--- src/rtl/pla_rom_reverse_search.sv ---
`default_nettype none
//============================================================================
// Module   : pla_rom_reverse_search
// Purpose  : Reverse-lookup engine for a combinational PLA ROM. It accepts a
//            key and a care-mask, sweeps every ROM address and reports the
//            lowest address whose output word matches the key under the mask,
//            together with the number of matching addresses.
// Revision : 1.0 - initial release
//----------------------------------------------------------------------------
// Ports:
//   clk        in   system clock, rising edge
//   rst        in   synchronous active-high reset
//   req_valid  in   search request valid
//   req_ready  out  engine idle, can accept a request
//   req_key    in   [DATA_W]   target output word
//   req_mask   in   [DATA_W]   care bits (1 = compare)
//   rom_addr   out  [ADDR_W]   ROM input vector
//   rom_data   in   [DATA_W]   ROM output word, combinational from rom_addr
//   rsp_valid  out  result valid
//   rsp_ready  in   result consumed
//   rsp_found  out  at least one address matched
//   rsp_addr   out  [ADDR_W]   lowest matching address (0 when not found)
//   rsp_count  out  [ADDR_W+1] number of matching addresses
// Configuration:
//   PLA_SEARCH_EARLY_EXIT_EN - when defined, the scan stops after the first
//   match and rsp_count reports 1 (found) or 0 (not found).
//============================================================================
module pla_rom_reverse_search #(
  parameter int ADDR_W = 6,
  parameter int DATA_W = 48
) (
  input  logic              clk,
  input  logic              rst,
  input  logic              req_valid,
  output logic              req_ready,
  input  logic [DATA_W-1:0] req_key,
  input  logic [DATA_W-1:0] req_mask,
  output logic [ADDR_W-1:0] rom_addr,
  input  logic [DATA_W-1:0] rom_data,
  output logic              rsp_valid,
  input  logic              rsp_ready,
  output logic              rsp_found,
  output logic [ADDR_W-1:0] rsp_addr,
  output logic [ADDR_W:0]   rsp_count
);

  localparam logic [ADDR_W-1:0] ADDR_LAST = '1;
  localparam logic [ADDR_W-1:0] ADDR_ONE  = {{(ADDR_W-1){1'b0}}, 1'b1};
  localparam logic [ADDR_W:0]   CNT_ONE   = {{ADDR_W{1'b0}}, 1'b1};

  typedef enum logic [1:0] {
    ST_IDLE = 2'd0,
    ST_SCAN = 2'd1,
    ST_DONE = 2'd2
  } state_t;

  state_t              state_q, state_d;
  logic [DATA_W-1:0]   key_q, key_d;
  logic [DATA_W-1:0]   mask_q, mask_d;
  logic [ADDR_W-1:0]   addr_q, addr_d;
  logic                found_q, found_d;
  logic [ADDR_W-1:0]   res_addr_q, res_addr_d;
  logic [ADDR_W:0]     count_q, count_d;
  logic                match;

  // Only the masked bits take part in the comparison.
  assign match = (((rom_data ^ key_q) & mask_q) == '0);

  always_comb begin
    state_d    = state_q;
    key_d      = key_q;
    mask_d     = mask_q;
    addr_d     = addr_q;
    found_d    = found_q;
    res_addr_d = res_addr_q;
    count_d    = count_q;

    unique case (state_q)
      ST_IDLE: begin
        if (req_valid) begin
          key_d      = req_key;
          mask_d     = req_mask;
          found_d    = 1'b0;
          res_addr_d = '0;
          count_d    = '0;
          addr_d     = '0;
          state_d    = ST_SCAN;
        end
      end

      ST_SCAN: begin
`ifdef PLA_SEARCH_EARLY_EXIT_EN
        // The hit was recorded on the previous cycle; stop here so that a
        // hit at address a becomes visible a+2 cycles after accept.
        if (found_q) begin
          state_d = ST_DONE;
        end else begin
          if (match) begin
            found_d    = 1'b1;
            res_addr_d = addr_q;
            count_d    = CNT_ONE;
          end
          if (addr_q == ADDR_LAST) begin
            state_d = ST_DONE;
          end else begin
            addr_d = addr_q + ADDR_ONE;
          end
        end
`else
        if (match) begin
          count_d = count_q + CNT_ONE;
          if (!found_q) begin
            found_d    = 1'b1;
            res_addr_d = addr_q;
          end
        end
        // The last address ends the scan; rom_addr never wraps here.
        if (addr_q == ADDR_LAST) begin
          state_d = ST_DONE;
        end else begin
          addr_d = addr_q + ADDR_ONE;
        end
`endif
      end

      ST_DONE: begin
        if (rsp_ready) begin
          addr_d  = '0;
          state_d = ST_IDLE;
        end
      end

      default: begin
        state_d = ST_IDLE;
        addr_d  = '0;
      end
    endcase
  end

  always_ff @(posedge clk) begin
    if (rst) begin
      state_q    <= ST_IDLE;
      key_q      <= '0;
      mask_q     <= '0;
      addr_q     <= '0;
      found_q    <= 1'b0;
      res_addr_q <= '0;
      count_q    <= '0;
    end else begin
      state_q    <= state_d;
      key_q      <= key_d;
      mask_q     <= mask_d;
      addr_q     <= addr_d;
      found_q    <= found_d;
      res_addr_q <= res_addr_d;
      count_q    <= count_d;
    end
  end

  assign req_ready = (state_q == ST_IDLE);
  assign rsp_valid = (state_q == ST_DONE);
  assign rom_addr  = addr_q;
  assign rsp_found = found_q;
  assign rsp_addr  = res_addr_q;
  assign rsp_count = count_q;

endmodule
`default_nettype wire
--- config.mk ---
export PLATFORM = sky130hd
export DESIGN_NAME = pla_rom_reverse_search
export DESIGN_NICKNAME = d
export VERILOG_FILES = /design/src/rtl/pla_rom_reverse_search.sv
export SDC_FILE = /design/constraint.sdc
export NUM_CORES = 1
export LEC_CHECK = 0
export BUFFER_PORTS_ARGS = -buffer_cell sky130_fd_sc_hd__buf_4
export CORE_AREA = 2 2 96 116
export DETAILED_ROUTE_END_ITERATION = 7
export DIE_AREA = 0 0 98 118
export PLACE_DENSITY_LB_ADDON = 0.12
export RECOVER_POWER = 100
export SETUP_SLACK_MARGIN = 0.05
export SYNTH_ARGS = -nofsm -noshare
export SYNTH_HDL_FRONTEND = slang
export SYNTH_SLANG_ARGS = --single-unit
--- constraint.sdc ---
create_clock -name clk -period 2.5 [get_ports clk]
set_input_delay 0 -clock clk [delete_from_list [all_inputs] [get_ports clk]]
set_output_delay 0 -clock clk [all_outputs]
set_load 0.05 [all_outputs]
==> qor.csv, run 1 <==
stage,metric,value,unit
status,status,completed,
timing,Setup Skew,0.00734,ns
timing,final count of hold timing violations,0,
synthesis,post-synthesis adder-cell area fraction,0.00479,
clock_network,CTS Buffer Depth,2,
synthesis,most frequent cell after synthesis,nand2_1,
cells_and_area,Filler cells,723,
clock_network,CTS tree,done,
synthesis,"top cells by count, synth","221 x nand2_1, 118 x dfxtp_1, 104 x a21oi_1",
power,Max VDD drop,0.000545,V
routing,DR pass1 iterations,5,
floorplan,core region area,0.0104,sq mm
synthesis,Yosys reg bits,118,
timing,relative slew slack,0.386,
critical_path,Critical Path RT,2.79,ns
power,pwr dens,656,mW/mm^2
critical_path,CP endpoint kind,flip-flop,
power,total power,5.29,mW
cells_and_area,area grow syn2layout,54.4,%
timing,RSZ-0062 raised after global routing,no,
cells_and_area,Register Area,0.00236,sq mm
routing,DRC,0,
routing,Detailed Route WL,18.4,mm
clock_network,Worst-Skew Late Latency,0.41,ns
synthesis,Synth Area in Compound Gates,0.182,
power,Leak,3.45,nW
timing,fin crit share,0.887,
floorplan,# rows,41,
timing,final setup fails,0,
grt,global-route wire length before repair,28.7,mm
synthesis,mapped cell area,0.00522,sq mm
critical_path,critical setup path kind,reg2reg,
routing,post-DR vias/cell,5.51,
synthesis,xor/xnor share of the synthesized area,0.0872,
placement,Routability Congestion,0.912,
synthesis,Synth Warn #,0,
clock_network,root buf cell,clkbuf_16,
synthesis,Syn Area/Cell,7.88,sq um
routing,Vias,5844,
synthesis,mux share of post-synthesis cell area,0.0115,
synthesis,synthesized net count,813,
synthesis,Yosys top cell area share,0.452,
critical_path,worst r2r src,key_q[36],
clock_network,number of buffers created by CTS,17,
critical_path,Worst Path Arrival,2.51,ns
grt,GRT Overall Usage,0.315,
critical_path,Critical Path Start Type,flip-flop,
clock_network,clk slew on worst S/H paths,0.05,ns
floorplan,die width,98,microns
grt,initial antenna violation count,0,
worst_hold_path,worst hold start,req_valid,
cells_and_area,nets@finish,1068,
clock_network,H-tree depth,4,
placement,Post-DP HPWL,12.1,mm
worst_hold_path,type of the most critical hold path,in2reg,
synthesis,Synth Flop Type,dfxtp_1,
cells_and_area,layout cell share with drive strength beyond 1,0.202,
timing,worst slew pin tran,0.917,ns
placement,# placed instances,931,
grt,largest net degree at the start of global routing,98,
synthesis,Yosys top cell by area,dfxtp_1,
synthesis,simple-gate share of the synthesized area,0.233,
timing,Fin Hold WS,0.0407,ns
cells_and_area,Post-Layout Cell Count,1060,
floorplan,die height,118,microns
timing,Max Slew Vio Count,0,
timing,Final min period,2.22,ns
run,Max Cap Violations,0,
critical_path,critical-path maximum fanout,6,
routing,DRT antenna net count,0,
timing,achievable frequency,451,MHz
floorplan,io pins,170,
synthesis,"top cells by area, synth","dfxtp_1 45%, nand2_1 16%, a21oi_1 10%, xor2_1 8.7%, a22oi_1 5.7%",
routing,DRT iter0 DRCs,386,
synthesis,Cells after Synth,663,
grt,Overflow after GRT,0,
placement,IO Port Bufs,169,
grt,vias in the first global route,5954,
cells_and_area,Multi-input gate area,0.00272,sq mm
synthesis,"Async S/R FF share, synth",0,
cells_and_area,final core utilization,0.774,
routing,drt wl/cell,17.3,microns
synthesis,"EDFF count, synth",0,
synthesis,library cells used by synthesis,36,
synthesis,largest family of logic cells by synthesized area,simple AND/OR/NAND/NOR gates,
synthesis,sequential area share after synthesis,0.452,
floorplan,Die ar.,0.0116,sq mm
critical_path,CP startpoint,key_q[36],
floorplan,Starting Density,0.502,
timing,final setup TNS,0,ns
clock_network,clk sinks,118,
==> worst max-delay path, cell delays in order, from the launching register on <==
cell and delay [ns]:
dfxtp_1 0.32, xor2_1 0.17, a22oi_1 0.25, nand4_1 0.17, or4_4 0.59, or3_4 0.45
mux2i_1 0.15
==> sequential cells by signal, indices dropped and copies added (netlist names) <==
register and cells:
state_q 2, key_q 48, rom_addr 6, rsp_found 1
rsp_count 7, mask_q 48, rsp_addr 6
==> logic make-up after synthesis <==
family | Yosys count
compound gates | 161
xor+xnor | 52
simple gates | 286
flops | 118
mux | 6
buf+inv | 38
fa+ha+maj | 2
==> worst paths after layout <==
path	to	slack [ns]	depth (start not counted)
worst max-delay path	rsp_addr[4]	0.28	6
worst min-delay path	state_q[0]	0.04	4
worst max register to register	rsp_addr[4]	0.28	6
worst min register to register	rsp_addr[3]	0.46	2
==> metal layers <==
metal | wire (microns) | vias up | track usage
li1 | - | 2788 | -
met1 | 6770 | 2736 | 0.330
met2 | 9620 | 254 | 0.569
met3 | 968 | 66 | 0.0671
met4 | 1010 | 0 | 0.189
met5 | 0 | - | 0
==> stage by stage <==
stage               worst slack (ns)  area [sq um]
CTS                            0.132          8140
global route                   0.156          8060
floorplan                      0.102          5220
detailed placement             0.152          6590
finish                         0.282          8060
global placement               0.236          6590
==> layout by cell type, fill, tap and decap left out, types with 2 or more instances in the layout <==
| master | synthesis | final |
|---|---|---|
| nor3_1 | 2 | 2 |
| o2111ai_1 | 2 | 2 |
| nand2b_1 | 2 | 2 |
| clkbuf_1 | 24 | 25 |
| xor2_1 | 52 | 52 |
| or4_1 | 2 | 2 |
| a21oi_1 | 104 | 104 |
| dlygate4sd3_1 | 0 | 97 |
| clkinvlp_4 | 0 | 2 |
| mux2i_1 | 6 | 6 |
| nor4_1 | 3 | 3 |
| buf_12 | 0 | 2 |
| nand4_1 | 14 | 14 |
| and2_0 | 0 | 2 |
| a31oi_1 | 3 | 3 |
| nor2_1 | 13 | 13 |
| nor2b_1 | 4 | 4 |
| bufinv_16 | 0 | 3 |
| ha_1 | 2 | 2 |
| inv_1 | 2 | 2 |
| a22oi_2 | 1 | 2 |
| clkinv_2 | 0 | 5 |
| buf_4 | 0 | 151 |
| nor3b_1 | 5 | 5 |
| nand2_1 | 221 | 220 |
| nand3_1 | 8 | 8 |
| a22oi_1 | 40 | 39 |
| and3_1 | 3 | 3 |
| dfxtp_1 | 118 | 118 |
| clkbuf_16 | 0 | 17 |
| o211ai_1 | 7 | 7 |
==> timing repair <==
item,4_1_cts,5_1_grt
resized for setup,0,2
endpoints found under the setup margin,0,6
buffers inserted,0,0
hold buffers,97,0
endpoints found under the hold margin,97,0
==> power by group <==
group          internal [mW]  switching (mW)
clock network           1.58           0.832
logic                  0.412           0.422
registers               1.98          0.0758
==> area by class of cell <==
class / count / area share
inverter: 2 / 0.000931
clock buffer: 21 / 0.0559
antenna: 1 / 0.000310
clock inverter: 10 / 0.0161
tap: 129 / 0.0200
sequential: 118 / 0.293
timing repair buffer: 272 / 0.276
multi-input combinational: 507 / 0.338
No activity file was read; power rests on OpenSTA's default activity.
==> inputs of run 2 (changes only) <==
--- a/config.mk
+++ b/config.mk
@@ -6,9 +6,9 @@
 export NUM_CORES = 1
 export LEC_CHECK = 0
 export BUFFER_PORTS_ARGS = -buffer_cell sky130_fd_sc_hd__buf_4
-export CORE_AREA = 2 2 96 116
+export CORE_AREA = 2 2 101 122
 export DETAILED_ROUTE_END_ITERATION = 7
-export DIE_AREA = 0 0 98 118
+export DIE_AREA = 0 0 103 124
 export PLACE_DENSITY_LB_ADDON = 0.12
 export RECOVER_POWER = 100
 export SETUP_SLACK_MARGIN = 0.05
==> constraint.sdc (replaced) <==
create_clock -name clk -period 2 [get_ports clk]
set_input_delay 0 -clock clk [delete_from_list [all_inputs] [get_ports clk]]
set_output_delay 0 -clock clk [all_outputs]
set_load 0.05 [all_outputs]
==> run 2 against run 1 <==
  * Non-clock buffer count grew 59
  * Wire length up 2.5%
  * Critical path type unchanged
  * Clock skew grew 0.0014 ns
  * The run now ends with negative setup slack left
  * Clock power is 27% higher
  * Combinational power up 57%
==> qor.csv, run 2 (same netlist as run 1, synthesis figures left out) <==
stage,metric,value,unit
power,total power,6.94,mW
run,Max Cap Violations,0,
cells_and_area,ANT cells,0,
routing,post-DR vias/cell,5.25,
floorplan,die height,124,microns
worst_hold_path,type of the most critical hold path,in2reg,
timing,final setup fails,6,
placement,IO Port Bufs,169,
clock_network,CTS tree,done,
timing,Fin Hold WS,0.0376,ns
worst_hold_path,WHS Path Cells,4,
power,Max VDD drop,0.000661,V
grt,vias in the first global route,5906,
grt,Overflow after GRT,0,
grt,initial antenna violation count,0,
power,combinational share of power,0.188,
status,status,"finished, violations left",
critical_path,Critical Path Start Type,flip-flop,
power,Leak,3.85,nW
grt,global-route wire length before repair,28.8,mm
status,failing checks,negative setup slack,
routing,DRT antenna net count,0,
floorplan,core region area,0.0115,sq mm
routing,Vias,6019,
timing,Final Worst Setup Slack,-0.0809,ns
critical_path,critical setup path kind,reg2reg,
timing,Max Slew Vio Count,0,
clock_network,CTS Buffer Depth,2,
power,Pint,5.18,mW
critical_path,Critical Path RT,2.30,ns
timing,achievable frequency,481,MHz
cells_and_area,most frequent cells in the layout,"227 x buf_4, 219 x nand2_1, 110 x dfxtp_1",
timing,fin crit share,1.04,
cells_and_area,area grow syn2layout,69.5,%
worst_hold_path,worst hold start,req_valid,
clock_network,number of buffers created by CTS,17,
grt,GRT Overall Usage,0.297,
floorplan,Die ar.,0.0128,sq mm
power,Psw,1.77,mW
power,Sw Share,0.254,
critical_path,worst r2r src,key_q[22],
critical_path,Worst Reg-to-Reg Cells,6,
timing,Final min period,2.08,ns
cells_and_area,"most common cell after layout, fill and taps aside",buf_4,
worst_hold_path,Worst Hold Endpoint,state_q[0],
clock_network,H-tree depth,4,
floorplan,Starting Density,0.454,
placement,Post-DP HPWL,12.5,mm
critical_path,RR Endpoint,rsp_addr[3],
timing,Setup Skew,0.00878,ns
power,Reg power frac,0.369,
critical_path,critical-path maximum fanout,6,
placement,Routability Congestion,0.891,
routing,DRC,0,
floorplan,# rows,43,
cells_and_area,layout cell share with drive strength beyond 1,0.312,
clock_network,Worst-Skew Late Latency,0.42,ns
routing,DRT iter0 DRCs,308,
power,pwr dens,784,mW/mm^2
critical_path,Worst Path Arrival,2.38,ns
timing,RSZ-0062 raised after global routing,yes,
power,Clock power frac,0.443,
routing,Detailed Route WL,18.8,mm
timing,relative slew slack,0.602,
floorplan,io pins,170,
cells_and_area,nets@finish,1127,
floorplan,die width,103,microns
timing,final setup TNS,-0.455,ns
clock_network,root buf cell,clkbuf_16,
grt,largest net degree at the start of global routing,56,
timing,final count of hold timing violations,0,
critical_path,R2R setup slack,-0.08,ns
critical_path,CP endpoint kind,flip-flop,
routing,DR pass1 iterations,5,
routing,drt wl/cell,16.4,microns
timing,worst slew pin tran,0.600,ns
clock_network,clk sinks,118,
clock_network,clk slew on worst S/H paths,0.05,ns
## run 2: changes by cell type in the layout (fill, tap and decap cells not counted), sizes merged
cell	delta
buf	+77
clkbuf	-16
clkinv	-1
diode	-1
## run 2: repair_timing
item,4_1_cts,5_1_grt
gates resized for setup,22,18
pin swaps,7,15
hold endpoints to repair,97,0
buffers inserted,2,7
hold buffers,97,0
endpoints found under the setup margin,13,14
## run 2: worst max path at each step
stage / startpoint / to / cells after the start
6_report: key_q[22] / rsp_addr[3] / 6
5_1_grt: key_q[22] / rsp_addr[0] / 6
4_1_cts: key_q[1] / rsp_addr[0] / 6
3_5_place_dp: key_q[20] / rsp_addr[0] / 6
3_3_place_gp: key_q[1] / rsp_addr[3] / 6
2_1_floorplan: key_q[30] / rsp_count[2] / 6
## run 2: critical path, stage by stage, from the launching register on
cell and delay [ns]:
dfxtp_2 0.33, xor2_2 0.18, a22oi_2 0.22, nand4_1 0.16, or4_4 0.53, or3_4 0.41, mux2i_1 0.14
## run 2: area by class of cell
type | count | area, sq um
multi-input combinational | 507 | 2940
clock buffer | 23 | 468
tap | 157 | 196
clock inverter | 9 | 125
fill | 823 | 2660
inverter | 2 | 7.51
timing repair buffer | 331 | 2750
sequential | 118 | 2370
## run 2: routing by layer
| metal | global-route usage | wire, microns | vias to the layer above | share of wire |
|---|---|---|---|---|
| met5 | 0 | 0 | - | 0 |
| met4 | 0.176 | 917 | 0 | 0.049 |
| met3 | 0.0673 | 1280 | 62 | 0.068 |
| met2 | 0.504 | 9310 | 239 | 0.49 |
| met1 | 0.338 | 7330 | 2816 | 0.39 |
| li1 | - | - | 2902 | - |
## run 2: metrics by stage
stage	instances	util	setup slack [ns]	area, sq um
6_report	1147	0.769	-0.0809	8850
5_1_grt	1147	0.769	-0.169	8850
3_3_place_gp	1009	0.611	-0.251	7040
3_5_place_dp	1009	0.611	-0.297	7040
2_1_floorplan	663	-	-0.0469	5250
4_1_cts	1140	0.758	-0.0745	8720
## run 2: power by group through the flow
stage	Sequential, mW	Combinational, mW	Clock (mW)
floorplan	2.60	0.453	0
global placement	2.59	0.998	0
detailed placement	2.60	1.01	0
CTS	2.56	1.21	3.09
global route	2.57	1.41	3.20
finish	2.56	1.31	3.07
